[config.mk]
export PLATFORM = sky130hd
export DESIGN_NAME = oflow_bbox_dispatch_flat
export DESIGN_NICKNAME = d
export VERILOG_FILES = /design/src/rtl/oflow_bbox_dispatch_pkg.sv /design/src/rtl/oflow_bbox_dispatch_if.sv /design/src/rtl/oflow_done_collector.sv /design/src/rtl/oflow_bbox_dispatch.sv /design/src/flat_wrapper.sv
export SDC_FILE = /design/constraint.sdc
export NUM_CORES = 1
export LEC_CHECK = 0
export ABC_CLOCK_PERIOD_IN_PS = 1600
export CORE_MARGIN = 5
export CORE_UTILIZATION = 42
export DETAILED_ROUTE_END_ITERATION = 7
export PLACE_DENSITY = 0.87
export SLEW_MARGIN = 0
export SYNTH_ARGS = -nofsm -noshare
export SYNTH_HDL_FRONTEND = slang
export SYNTH_SLANG_ARGS = --single-unit
[constraint.sdc]
create_clock -name clk -period 1.6 [get_ports clk]
set_input_delay 0.16 -clock clk [delete_from_list [all_inputs] [get_ports clk]]
set_output_delay 0.16 -clock clk [all_outputs]
set_load 0.005 [all_outputs]
[src/rtl/oflow_bbox_dispatch_pkg.sv]
// oflow_bbox_dispatch_pkg: shared widths, FSM state type and elaboration helpers
// for the bbox dispatcher. The `BBOX_VECTOR_SIZE and `SET_LEN defines live here too.
`ifndef OFLOW_BBOX_DISPATCH_DEFS
`define OFLOW_BBOX_DISPATCH_DEFS
`define BBOX_VECTOR_SIZE 32
`define SET_LEN 10
`endif

package oflow_bbox_dispatch_pkg;

  typedef enum logic [2:0] {
    IDLE    = 3'd0,
    LOAD    = 3'd1,
    FIRE    = 3'd2,
    FE_WAIT = 3'd3,
    DONE    = 3'd4
  } disp_state_e;

  // Width of the slot pointer for a given PE count (at least one bit).
  function automatic int slot_width(input int num_pe);
    return (num_pe <= 1) ? 1 : $clog2(num_pe);
  endfunction

  // Constant reciprocal ceil(2^shift / num_pe); folded at elaboration so the
  // set count becomes a constant multiply plus shift (a pure shift for powers of 2).
  function automatic logic [63:0] set_recip(input int num_pe, input int shift);
    return ((64'd1 << shift) + 64'(num_pe) - 64'd1) / 64'(num_pe);
  endfunction

endpackage

[src/rtl/oflow_bbox_dispatch_if.sv]
// oflow_bbox_dispatch_if: DMA bbox stream (valid/ready/data) into the dispatcher.
interface oflow_bbox_dispatch_if;
  import oflow_bbox_dispatch_pkg::*;

  logic                          bbox_valid;
  logic                          bbox_ready;
  logic [`BBOX_VECTOR_SIZE-1:0]  bbox_data;

  modport master (output bbox_valid, output bbox_data, input bbox_ready);
  modport slave  (input bbox_valid, input bbox_data, output bbox_ready);
endinterface

[src/rtl/oflow_done_collector.sv]
// oflow_done_collector: sticky accumulation of per-PE done_fe while collecting,
// restricted to the PEs in the current set's mask.
module oflow_done_collector
  import oflow_bbox_dispatch_pkg::*;
#(
  parameter int NUM_PE = 4
) (
  input  logic              clk,
  input  logic              reset_N,
  input  logic              collect,
  input  logic [NUM_PE-1:0] done_fe,
  input  logic [NUM_PE-1:0] mask,
  output logic              all_done
);

  logic [NUM_PE-1:0] sticky_r;
  logic [NUM_PE-1:0] hit_s;

  // Same-cycle done pulses count, so the FSM can leave on the edge they arrive.
  assign hit_s    = (sticky_r | done_fe) & mask;
  assign all_done = collect && (hit_s == mask);

  // Sticky register: accumulates only while collecting, otherwise held clear.
  always_ff @(posedge clk) begin
    if (reset_N) begin
      sticky_r <= '0;
    end else if (collect) begin
      sticky_r <= hit_s;
    end else begin
      sticky_r <= '0;
    end
  end

endmodule

[src/rtl/oflow_bbox_dispatch.sv]
// oflow_bbox_dispatch: splits a frame of bboxes from the DMA stream into sets of
// up to NUM_PE, fires the PEs per set and waits for all of them before the next.
// Optional feature macro: OFLOW_DISPATCH_PERF_CNT_EN adds the stall_cnt output.
module oflow_bbox_dispatch
  import oflow_bbox_dispatch_pkg::*;
#(
  parameter int NUM_PE  = 4,
  parameter int CNT_LEN = 10
) (
  input  logic                                     clk,
  input  logic                                     reset_N,
  input  logic                                     frame_start,
  input  logic [CNT_LEN-1:0]                       num_of_bboxes,
  oflow_bbox_dispatch_if.slave                     dma,
  output logic [NUM_PE-1:0][`BBOX_VECTOR_SIZE-1:0] bboxes_to_pe,
  output logic [NUM_PE-1:0]                        start_fe,
  input  logic [NUM_PE-1:0]                        done_fe,
  output logic [NUM_PE-1:0]                        pe_valid_mask,
  output logic [`SET_LEN-1:0]                      num_of_sets,
  output logic [`SET_LEN-1:0]                      set_idx,
  output logic                                     busy,
  output logic                                     done_dispatch
`ifdef OFLOW_DISPATCH_PERF_CNT_EN
  ,
  output logic [31:0]                              stall_cnt
`endif
);

  localparam int          SLOT_W = slot_width(NUM_PE);
  localparam int          RSH    = CNT_LEN + 9;
  localparam logic [63:0] RECIP  = set_recip(NUM_PE, RSH);

  disp_state_e          state_r, state_nxt_s;
  logic [CNT_LEN-1:0]   remaining_r, remaining_nxt_s;
  logic [SLOT_W-1:0]    slot_r, slot_nxt_s;
  logic [NUM_PE-1:0]    mask_nxt_s;
  logic [`SET_LEN-1:0]  set_idx_nxt_s, sets_nxt_s, sets_calc_s;
  logic                 xfer_s, last_beat_s, all_done_s;

  assign xfer_s      = (state_r == LOAD) && dma.bbox_valid && dma.bbox_ready;
  assign last_beat_s = (slot_r == SLOT_W'(NUM_PE - 1)) || (remaining_r == CNT_LEN'(1));
  // ceil(n / NUM_PE) = ((n + NUM_PE - 1) * RECIP) >> RSH, exact over the count range.
  assign sets_calc_s = `SET_LEN'(((64'(num_of_bboxes) + 64'(NUM_PE - 1)) * RECIP) >> RSH);

  oflow_done_collector #(.NUM_PE(NUM_PE)) u_done_collector (
    .clk      (clk),
    .reset_N  (reset_N),
    .collect  (state_r == FE_WAIT),
    .done_fe  (done_fe),
    .mask     (pe_valid_mask),
    .all_done (all_done_s)
  );

  // State register.
  always_ff @(posedge clk) begin
    if (reset_N) begin
      state_r <= IDLE;
    end else begin
      state_r <= state_nxt_s;
    end
  end

  // Next-state decode.
  always_comb begin
    state_nxt_s = state_r;
    case (state_r)
      IDLE: begin
        if (frame_start) begin
          state_nxt_s = (num_of_bboxes == '0) ? DONE : LOAD;
        end else begin
          state_nxt_s = IDLE;
        end
      end
      LOAD: begin
        if (xfer_s && last_beat_s) begin
          state_nxt_s = FIRE;
        end else begin
          state_nxt_s = LOAD;
        end
      end
      FIRE:    state_nxt_s = FE_WAIT;
      FE_WAIT: begin
        if (all_done_s) begin
          state_nxt_s = (remaining_r != '0) ? LOAD : DONE;
        end else begin
          state_nxt_s = FE_WAIT;
        end
      end
      DONE:    state_nxt_s = IDLE;
      default: state_nxt_s = IDLE;
    endcase
  end

  // Frame/set bookkeeping for the next cycle.
  always_comb begin
    remaining_nxt_s = remaining_r;
    slot_nxt_s      = slot_r;
    mask_nxt_s      = pe_valid_mask;
    set_idx_nxt_s   = set_idx;
    sets_nxt_s      = num_of_sets;
    if ((state_r == IDLE) && frame_start) begin
      remaining_nxt_s = num_of_bboxes;
      slot_nxt_s      = '0;
      mask_nxt_s      = '0;
      set_idx_nxt_s   = '0;
      sets_nxt_s      = sets_calc_s;
    end else if (xfer_s) begin
      mask_nxt_s[slot_r] = 1'b1;
      slot_nxt_s         = slot_r + SLOT_W'(1);
      remaining_nxt_s    = remaining_r - CNT_LEN'(1);
    end else if ((state_r == FE_WAIT) && all_done_s && (remaining_r != '0)) begin
      slot_nxt_s    = '0;
      mask_nxt_s    = '0;
      set_idx_nxt_s = set_idx + `SET_LEN'(1);
    end else begin
      remaining_nxt_s = remaining_r;
    end
  end

  // Counters and registered control outputs, decoded from the next state.
  always_ff @(posedge clk) begin
    if (reset_N) begin
      remaining_r    <= '0;
      slot_r         <= '0;
      pe_valid_mask  <= '0;
      set_idx        <= '0;
      num_of_sets    <= '0;
      dma.bbox_ready <= 1'b0;
      busy           <= 1'b0;
      start_fe       <= '0;
      done_dispatch  <= 1'b0;
    end else begin
      remaining_r    <= remaining_nxt_s;
      slot_r         <= slot_nxt_s;
      pe_valid_mask  <= mask_nxt_s;
      set_idx        <= set_idx_nxt_s;
      num_of_sets    <= sets_nxt_s;
      dma.bbox_ready <= (state_nxt_s == LOAD);
      busy           <= (state_nxt_s != IDLE);
      start_fe       <= (state_nxt_s == FIRE) ? mask_nxt_s : '0;
      done_dispatch  <= (state_nxt_s == DONE);
    end
  end

  // Per-PE bbox holding registers; only an accepted beat overwrites its slot.
  always_ff @(posedge clk) begin
    if (reset_N) begin
      bboxes_to_pe <= '0;
    end else if (xfer_s) begin
      bboxes_to_pe[slot_r] <= dma.bbox_data;
    end else begin
      bboxes_to_pe <= bboxes_to_pe;
    end
  end

`ifdef OFLOW_DISPATCH_PERF_CNT_EN
  logic stall_tick_s;
  assign stall_tick_s = ((state_r == LOAD) && !dma.bbox_valid) || (state_r == FE_WAIT);

  // Saturating stall counter, restarted by an accepted frame_start.
  always_ff @(posedge clk) begin
    if (reset_N) begin
      stall_cnt <= 32'd0;
    end else if ((state_r == IDLE) && frame_start) begin
      stall_cnt <= 32'd0;
    end else if (stall_tick_s && (stall_cnt != 32'hFFFF_FFFF)) begin
      stall_cnt <= stall_cnt + 32'd1;
    end else begin
      stall_cnt <= stall_cnt;
    end
  end
`endif

endmodule
[src/flat_wrapper.sv]
// flat-port wrapper written by rule: the top's interface ports become plain ports
module oflow_bbox_dispatch_flat import oflow_bbox_dispatch_pkg::*;
#(
  parameter int NUM_PE  = 4,
  parameter int CNT_LEN = 10
)
  (clk, reset_N, frame_start, num_of_bboxes, bboxes_to_pe, start_fe, done_fe, pe_valid_mask, num_of_sets, set_idx, busy, done_dispatch, dma_bbox_valid, dma_bbox_data, dma_bbox_ready);
  oflow_bbox_dispatch_if dma_i ();
  input  logic clk;
  input  logic reset_N;
  input  logic frame_start;
  input  logic [CNT_LEN-1:0] num_of_bboxes;
  output logic [NUM_PE-1:0][`BBOX_VECTOR_SIZE-1:0] bboxes_to_pe;
  output logic [NUM_PE-1:0] start_fe;
  input  logic [NUM_PE-1:0] done_fe;
  output logic [NUM_PE-1:0] pe_valid_mask;
  output logic [`SET_LEN-1:0] num_of_sets;
  output logic [`SET_LEN-1:0] set_idx;
  output logic busy;
  output logic done_dispatch;
  input wire logic [$bits(dma_i.bbox_valid)-1:0] dma_bbox_valid;
  input wire logic [$bits(dma_i.bbox_data)-1:0] dma_bbox_data;
  output wire logic [$bits(dma_i.bbox_ready)-1:0] dma_bbox_ready;
  assign dma_i.bbox_valid = dma_bbox_valid;
  assign dma_i.bbox_data = dma_bbox_data;
  assign dma_bbox_ready = dma_i.bbox_ready;
  oflow_bbox_dispatch #(.NUM_PE(NUM_PE), .CNT_LEN(CNT_LEN)) u_core (.clk(clk), .reset_N(reset_N), .frame_start(frame_start), .num_of_bboxes(num_of_bboxes), .dma(dma_i), .bboxes_to_pe(bboxes_to_pe), .start_fe(start_fe), .done_fe(done_fe), .pe_valid_mask(pe_valid_mask), .num_of_sets(num_of_sets), .set_idx(set_idx), .busy(busy), .done_dispatch(done_dispatch));
endmodule
# After elaboration in Yosys (flattened, before gate mapping)
# Index checks and enable logic that the tools add are counted.
# classes
eq_ne	9
bitwise_logic	6
magnitude_cmp	2
mux	18
n_reduce_logical	19
addsub	4
# op_table
op	n
$bwmux W128	1
$demux W32 S2	1
$mux W32	1
$mux W10	2
$mux W3	4
$mux W4	3
$pmux W3 S4	1
$add A10 B2 Y11 const B	1
$add A10 B1 Y10 const B	1
$eq A10 B1 Y1 const B	1
$logic_not A10 Y1	1
$reduce_bool A10 Y1	1
$sub A10 B1 Y10 const B	1
$eq A3 B2 Y1 const B	3
$logic_and A1 B1 Y1	8
$or A4 B4 Y4	2
$eq A3 B1 Y1 const B	2
$mux W2	3
$reduce_or A2 Y1	3
$and A4 B4 Y4	1
$eq A4 B4 Y1	1
$reduce_bool A2 Y1	2
$eq A3 B3 Y1 const B	1
$logic_not A3 Y1	1
other kinds (10)	12
# word_totals
in_bits	50
reg_bits	178
word_cells	73
output_inout_bits	159

# Logic depth before layout (Yosys ltp)
# depth
depth_word	9
mapped_depth	8
ltp_nobuf	6

# Modules after synthesis
# A second synthesis with hierarchy kept.
# hier_totals
cells_unflattened	823
hier_area_um2	7131.8
# by_module_without_submodules
mod	cells_per_inst	area_per_inst_um2	instances
oflow_bbox_dispatch	803	6977.9	1
oflow_done_collector	20	153.9	1

# Worst setup path before layout
# Ideal clock, no wire load.
# synth_timing
kind	reg-to-reg
startpoint	register u_core.pe_valid_mask[3]
endpoint	register u_core.set_idx[6]
period_less_slack_ps	1836
setup_time_ps	70
required_ps	1530
t_arrival_ps	1765
path_stages_with_launch	6
setup_slack_ps	-236
cell_sequence	dfxtp_1 nor3b_1 a2111oi_4 nand4_2 or4_1 a21oi_1
# synth_between
elab_chain_len	6
# synth_lines
element	line_no	text
from (decl)	oflow_bbox_dispatch.sv:18	output logic [NUM_PE-1:0] pe_valid_mask,
from (signal assigned)	oflow_bbox_dispatch.sv:135	pe_valid_mask <= mask_nxt_s;
$and A4 B4 Y4	oflow_done_collector.sv:20	assign hit_s = (sticky_r | done_fe) & mask;
$eq A4 B4 Y1 (*)	oflow_done_collector.sv:21	assign all_done = collect && (hit_s == mask);
$logic_and A1 B1 Y1 (*)	oflow_done_collector.sv:21	
$logic_and A1 B1 Y1 (*) (2 in series)	oflow_bbox_dispatch.sv:111	end else if ((state_r == FE_WAIT) && all_done_s && (remaining_r != '0)) begin
$reduce_and A2 Y1 (no line) (*)	--	
to (signal assigned)	oflow_bbox_dispatch.sv:136	set_idx <= set_idx_nxt_s;
to (decl)	oflow_bbox_dispatch.sv:20	output logic [`SET_LEN-1:0] set_idx,
# Every way passes the cells marked *; elsewhere a longest branch is shown, timed or not.
# A chain may end at the register's enable or synchronous reset.

# Worst setup path in the final report
# layout_timing
startpoint	register u_core.pe_valid_mask[3]
endpoint	register u_core.set_idx[7]
# Same word-level chain as after synthesis.

==> flow_summary.json <==
{
  "dr.first_iter.drc_count": 613,
  "cts_tree": "built",
  "cts_htree_levels": 4,
  "netSwitchingFraction_pct": 25.0,
  "power.density_nw_per_um2": 862,
  "hold_class": "primary input to flop",
  "rsz0062_at_grt": "true",
  "synth_nets": 889,
  "worstPathMaxFanout": 5,
  "layout-area-overhead-vs-synth_pct": 72.4,
  "setup_slack_ps": -240,
  "ir_drop_uv": 705,
  "period_minus_slack_ps": 1840,
  "fin_skew_ps": 10.3,
  "start_kind": "flop",
  "grt_pass1_vias": 6648,
  "power_frac_seq_pct": 46.0,
  "die_area_um2": 18500,
  "final_cell_mix": "clkdlybuf4s50_1 (204), nand2_1 (197), dfxtp_1 (163)",
  "hold_violations": 0,
  "cts_hold_repair.buffers": 0,
  "diodes": 0,
  "seq_area_um2": 3560,
  "netlist_area_um2": 6660,
  "syn_area_per_cell_um2": 8.02,
  "post-dp-hpwl_um": 15000,
  "synth_edf_count": 0,
  "routedWlPerCell_um": 19.8,
  "power.switching_w": 0.00248,
  "ioPinCount": 209,
  "core_area_um2": 15700,
  "wirelength_um": 26400,
  "power_frac_comb_pct": 11.6,
  "path_class": "flop to flop",
  "multiInputGateArea_um2": 3780,
  "clkSinkCount": 177,
  "finish.utilization_pct": 73.1,
  "max-slew-margin-rel_pct": 45.1,
  "fin_crit_sh_pct": 115,
  "fp.dieW_um": 136,
  "start_util_pct": 42.4,
  "clkPwrFrac_pct": 42.4,
  "synth_cell_types": 44,
  "synth_ff_type": "dfxtp_1",
  "remaining_drc_errors": 0,
  "grt_pass1_wl_um": 33900,
  "p_leak_nw": 3.94,
  "grt_max_degree": 68,
  "cts_buffers": 17,
  "yosysWarnings": 0,
  "slew_violations": 0,
  "violations": "setup timing",
  "layout_commonest_cell": "clkdlybuf4s50_1",
  "rows": 46,
  "outcome": "finished with violations",
  "setup_tns_ps": -4000,
  "p_int_w": 0.00743,
  "critPathTopFamily": "simple AND/OR/NAND/NOR gates",
  "cp.arrival_ps": 2200,
  "fillers": 1066,
  "required_ps": 1960,
  "routed_via_density": 5.52,
  "die_h_um": 136,
  "async_flop_share_pct": 0,
  "holdWs_ps": 168,
  "cts_buffer_depth": 2,
  "endpoint_kind": "flop",
  "synth_seq_area_share_pct": 53.2,
  "clock-root-buffer": "clkbuf_16",
  "maxCapViolCount": 0,
  "grt_usage_pct": 23.3,
  "placed_cell_area_um2": 9520,
  "max_freq_mhz": 543,
  "power.total_w": 0.00991,
  "portBuffers": 207,
  "slowest_delay_ps": 530,
  "slowest_stage": "or4_4",
  "path_buf_inv": 0,
  "clkLatencyLatePin_ps": 430,
  "antenna_found_initial": 0,
  "path_clk_slew_ps": 60,
  "first_pass_iters": 6,
  "place_congestion": 0.888,
  "synth.ff_latch_count": 177,
  "drtAntennaViolNets": 0,
  "setup_viol": 98,
  "worstMarginPinSlew_ps": 824,
  "grt_overflow": 0,
  "cp_cell_sequence": "nor3b_4 -> a2111oi_4 -> nand4_4 -> or4_4 -> a21oi_2",
  "finish.instance_area_um2": 11500,
  "nets": 1162,
  "netlist_instances": 831,
  "vias": 7354,
  "layout-drive-gt1-share_pct": 28.7
}
## metrics by stage
step	setup WS, ps	std cells
6_report	-240	1333
5_1_grt	-260	1333
4_1_cts	-243	1310
3_5_place_dp	-519	1275
3_3_place_gp	-474	1275
2_1_floorplan	-168	831
## worst paths after layout
path                                        startpoint                                    to  slack [ps]  depth (start not counted)
setup / recovery    u_core.pe_valid_mask[3]$_SDFF_PP0_        u_core.set_idx[7]$_SDFFE_PP0P_        -240                          5
hold / removal                                 reset_N        u_core.set_idx[1]$_SDFFE_PP0P_         170                          4
setup reg to reg    u_core.pe_valid_mask[3]$_SDFF_PP0_        u_core.set_idx[7]$_SDFFE_PP0P_        -240                          5
hold reg to reg   u_core.bboxes_to_pe[98]$_SDFFE_PP0P_  u_core.bboxes_to_pe[98]$_SDFFE_PP0P_         450                          2
## cell usage after synthesis (all sizes together) (2+ instances only)
| cell type | instances | area share, % |
|---|---|---|
| ha | 8 | 1.5 |
| and3 | 6 | 0.56 |
| buf | 5 | 0.39 |
| a31oi | 4 | 0.38 |
| a2bb2oi | 2 | 0.26 |
| a21oi | 143 | 11 |
| o32ai | 2 | 0.26 |
| a211oi | 8 | 0.90 |
| xor2 | 7 | 0.92 |
| mux2 | 3 | 0.51 |
| nor3b | 4 | 0.45 |
| clkbuf | 50 | 2.8 |
| o211ai | 6 | 0.68 |
| nor2b | 6 | 0.56 |
| o311ai | 2 | 0.26 |
| nor4 | 3 | 0.28 |
| nand2 | 284 | 16 |
| dfxtp | 177 | 53 |
| or4 | 4 | 0.45 |
| or3 | 3 | 0.28 |
| o31ai | 4 | 0.45 |
| nor2 | 35 | 2.0 |
| nor3 | 5 | 0.38 |
| nand4 | 7 | 0.75 |
| inv | 7 | 0.39 |
| nand3 | 16 | 1.2 |
| o21ai | 10 | 0.75 |
| xnor2 | 4 | 0.53 |
| and2 | 3 | 0.28 |
| nor4b | 2 | 0.26 |
## layer usage
metal / wire length (um) / part of all wire, % / GRT usage, %
met3: 1990 / 7.5 / 6.59
met2: 13000 / 49 / 39.7
met1: 10300 / 39 / 27.6
met4: 1010 / 3.8 / 9.69
met5: 0 / 0 / 0
## power by group through the flow
stage / Clock [W] / Combinational (W) / Sequential [W]
3_5_place_dp: 0 / 0.000860 / 0.00463
4_1_cts: 0.00424 / 0.000918 / 0.00454
2_1_floorplan: 0 / 0.000342 / 0.00464
3_3_place_gp: 0 / 0.000841 / 0.00463
5_1_grt: 0.00443 / 0.00121 / 0.00456
6_report: 0.00420 / 0.00115 / 0.00456
## final cells by class
class / count / area share [%]
Clock buffer: 19 / 3.86
Clock inverter: 13 / 1.32
Inverter: 7 / 0.229
Multi-Input combinational cell: 592 / 32.9
Sequential cell: 177 / 31.0
Tap cell: 216 / 2.35
Timing Repair Buffer: 309 / 28.4
## worst min-delay path: cells and delay by family
| family | cells | cell delay (ps) |
|---|---|---|
| buf+inv | 1 | 150 |
| compound gates | 1 | 50 |
| simple gates | 2 | 190 |
## logic make-up (layout without fill, tap and decap cells)
kind of cell,count (synthesis),in the layout,synth area share (%)
flip-flops,177,177,53.2
other,1,1,0.0563
AO/OA/AOI/OAI,186,186,15.6
AND/OR/NAND/NOR,383,383,24.1
XOR/XNOR,11,11,1.45
adder cells (fa/ha/maj),8,8,1.50
buffers and inverters,62,348,3.61
multiplexers,3,3,0.507
## sequential cells by signal, summed over array words and instances, names as in the netlist
register and cells:
u_core.bboxes_to_pe 128, u_core.busy 1, u_core.dma.bbox_ready 1, u_core.done_dispatch 1, u_core.num_of_sets 9, u_core.pe_valid_mask 4
u_core.remaining_r 10, u_core.set_idx 10, u_core.slot_r 2, u_core.start_fe 4, u_core.state_r 3, u_core.u_done_collector.sticky_r 4
## what timing repair did
item                                    4_1_cts  5_1_grt
gates resized for setup                      25      241
buffers inserted                              3        7
pin swaps                                    10      119
gates cloned                                  0       16
endpoints found under the setup margin       31      164
(Power assumes the default switching activity.)
==> variant, RTL diff (config.mk and constraints unchanged) <==
`NUM_PE` is set to 4 in 3 places; all go to 8.
--- a/src/rtl/oflow_done_collector.sv
+++ b/src/rtl/oflow_done_collector.sv
@@ -3,7 +3,7 @@
 module oflow_done_collector
   import oflow_bbox_dispatch_pkg::*;
 #(
-  parameter int NUM_PE = 4
+  parameter int NUM_PE = 8
 ) (
   input  logic              clk,
   input  logic              reset_N,
--- a/src/rtl/oflow_bbox_dispatch.sv
+++ b/src/rtl/oflow_bbox_dispatch.sv
@@ -4,7 +4,7 @@
 module oflow_bbox_dispatch
   import oflow_bbox_dispatch_pkg::*;
 #(
-  parameter int NUM_PE  = 4,
+  parameter int NUM_PE  = 8,
   parameter int CNT_LEN = 10
 ) (
   input  logic                                     clk,
--- a/src/flat_wrapper.sv
+++ b/src/flat_wrapper.sv
@@ -1,7 +1,7 @@
 // flat-port wrapper written by rule: the top's interface ports become plain ports
 module oflow_bbox_dispatch_flat import oflow_bbox_dispatch_pkg::*;
 #(
-  parameter int NUM_PE  = 4,
+  parameter int NUM_PE  = 8,
   parameter int CNT_LEN = 10
 )
   (clk, reset_N, frame_start, num_of_bboxes, bboxes_to_pe, start_fe, done_fe, pe_valid_mask, num_of_sets, set_idx, busy, done_dispatch, dma_bbox_valid, dma_bbox_data, dma_bbox_ready);
Ports: changed (resized bboxes_to_pe, done_fe, pe_valid_mask and start_fe); port bits go from 209 to 349. The function was not compared with the original's and may differ.
==> variant against the original RTL <==
Clock power up 100%; routed wire length grew 140%; die area grew 68%; the flow still finishes with violations (negative setup slack); first-iteration DRC count rose to 2.5 times the old value; synthesized area up 75%; hold slack better by 130 ps; final cell count grew 68%; total power rose by 82%; setup slack got worse by 200 ps; final area increased by 88%; clock skew increased by 7.4 ps; sequential cell count up 140.
==> variant: results (changes against the original RTL) <==
Power
  • Worst vdd ir: 917 uV (+30%)
  • LEAKAGE: 9.37 nW (+140%)

Setup path
  • Worst setup path endpoint: u_core.bboxes_to_pe[15]
  • Worst r2r src: u_core.state_r[1]
  • Reg2reg path depth: 10 (+5)
  • CP arrival: 2460 ps (+260 ps)
  • Critical Path Fanout Max: 6 (+1)

Cells and area
  • Share of layout cells above drive strength 1: 41.2% (+12 points)
  • Top Registers: u_core.bboxes_to_pe (256), u_core.remaining_r (10), u_core.set_idx (10)
  • Final Net Count: 1900 (+64%)

Synth
  • Avg Cell Area, Syn: 8.36 um2 (+4.3%)
  • Cell variety after synth: 51 (+16%)
  • Sequential area share after synthesis: 54.6% (+1.4 points)
  • Most area-consuming cells after synthesis: dfxtp_1, nand2_1, a21oi_1
  • Async SR Flop Fraction: 0% (unchanged)

Clock tree
  • CTS H-tree lvls: 2 (-2)
  • Skew-Pair Late Insertion Delay: 520 ps (+90 ps)
  • CTS max path bufs: 3 (+1)
  • CTS Buf Count: 34 (+17)

Route
  • Met2 wire length: 29100 um (+120%)
  • DR pass1 iterations: 5 (-1)
  • Initial DRC Count: 1536 (+150%)
  • Wire length per cell: 27.7 um (+40%)
  • M1 WL: 21000 um (+100%)

Placed design
  • Gpl congestion: 0.839 (-5.6%)
  • Port Buf Inserts: 346 (+67%)
  • Post-DP Area: 0.0161 mm2 (+69%)
  • Placed Cells: 2087 (+64%)
  • HPWL Detailed: 27900 um (+86%)

Global routing
  • Pin count of the biggest net entering global routing: 129 (+90%)
  • Vias in the first global route: 13.2k (+98%)
  • First-pass GRT wire length: 80000 um (+140%)

STA
  • Slew headroom: 41.0% (-4.0 points)
  • Setup ws final: -442 ps (-202 ps)
  • Endpoints failing setup: 328 (+230%)
  • WHS: 300 ps (+132 ps)
  • Post-route clock skew: 17.8 ps (+7.45 ps)
  • Setup TNS: -80680 ps (-76690 ps)

Outcome
  • Failing checks: negative setup slack
  • Status: finished, violations left
[variant: cell count changes after synthesis, moves of 4 or more]
cell / change
or4_1: +5
nor3b_1: +4
nor2_1: +83
xor2_1: -5
nor2b_1: -4
buf_2: +25
nand2_1: +118
mux2i_1: +64
dfxtp_1: +140
a21oi_1: +72
clkbuf_1: +44
[variant: area by class of cell]
class	instances	area [um2]
Sequential cell	317	6430
Timing Repair Buffer	538	6310
Clock inverter	10	161
Clock buffer	49	1000
Tap cell	378	473
Multi-Input combinational cell	942	7250
Inverter	7	26.3
Fill cell	1394	5900
[variant: worst min path at each step]
stage                                        start                                   to  cells past startpoint
after floorplan                        frame_start                          u_core.busy                      1
after global placement    u_core.bboxes_to_pe[249]             u_core.bboxes_to_pe[249]                      2
after detailed placement  u_core.bboxes_to_pe[251]             u_core.bboxes_to_pe[251]                      2
after CTS                               done_fe[3]  u_core.u_done_collector.sticky_r[3]                      3
after global routing                   frame_start                          u_core.busy                      2
final                                  frame_start                          u_core.busy                      2
[variant: cell families (layout without fill, tap and decap cells)]
family	count (synthesis)	in the layout	share of synthesized area, %
AO/OA/AOI/OAI	270	270	12.8
AND/OR/NAND/NOR	594	594	21.3
XOR/XNOR	6	6	0.452
adder cells (fa/ha/maj)	6	6	0.646
multiplexers	64	64	5.51
other	1	2	0.0322
buffers and inverters	133	604	4.72
flip-flops	317	317	54.6
[variant: through the flow]
step           util (%)  power, mW  setup WS (ps)
3_3_place_gp       58.4       9.21           -547
5_1_grt            78.6       18.4           -532
2_1_floorplan         -       8.67           -106
3_5_place_dp       58.4       9.23           -608
4_1_cts            74.3       17.6           -299
6_report           78.6       18.0           -442
[variant: critical path, cell delays in order (launching register included)]
cell and delay, ps:
dfxtp_2 330, nor3b_4 210, buf_4 140, and3_4 220, buf_6 120, buf_6 80
and3_4 220, buf_12 140, buf_12 130, nand2_1 90, a21oi_1 250
[variant: power breakdown]
group / internal, mW / switching [mW]
logic: 0.670 / 0.934
registers: 7.96 / 0.0725
clock network: 5.02 / 3.40
[variant: repair_timing]
item,in CTS,in global routing
endpoints found under the setup margin,310,398
hold endpoints to repair,10,0
hold buffers,1,0
pin swaps,236,153
resized for setup,526,385
buffers inserted,53,30
gates cloned,34,9
[variant: layer usage]
metal / vias to the layer above / GRT usage [%]
li1: 5527 / -
met1: 6431 / 38.2
met2: 1069 / 57.0
met3: 382 / 8.59
met4: 0 / 19.0
met5: - / 0
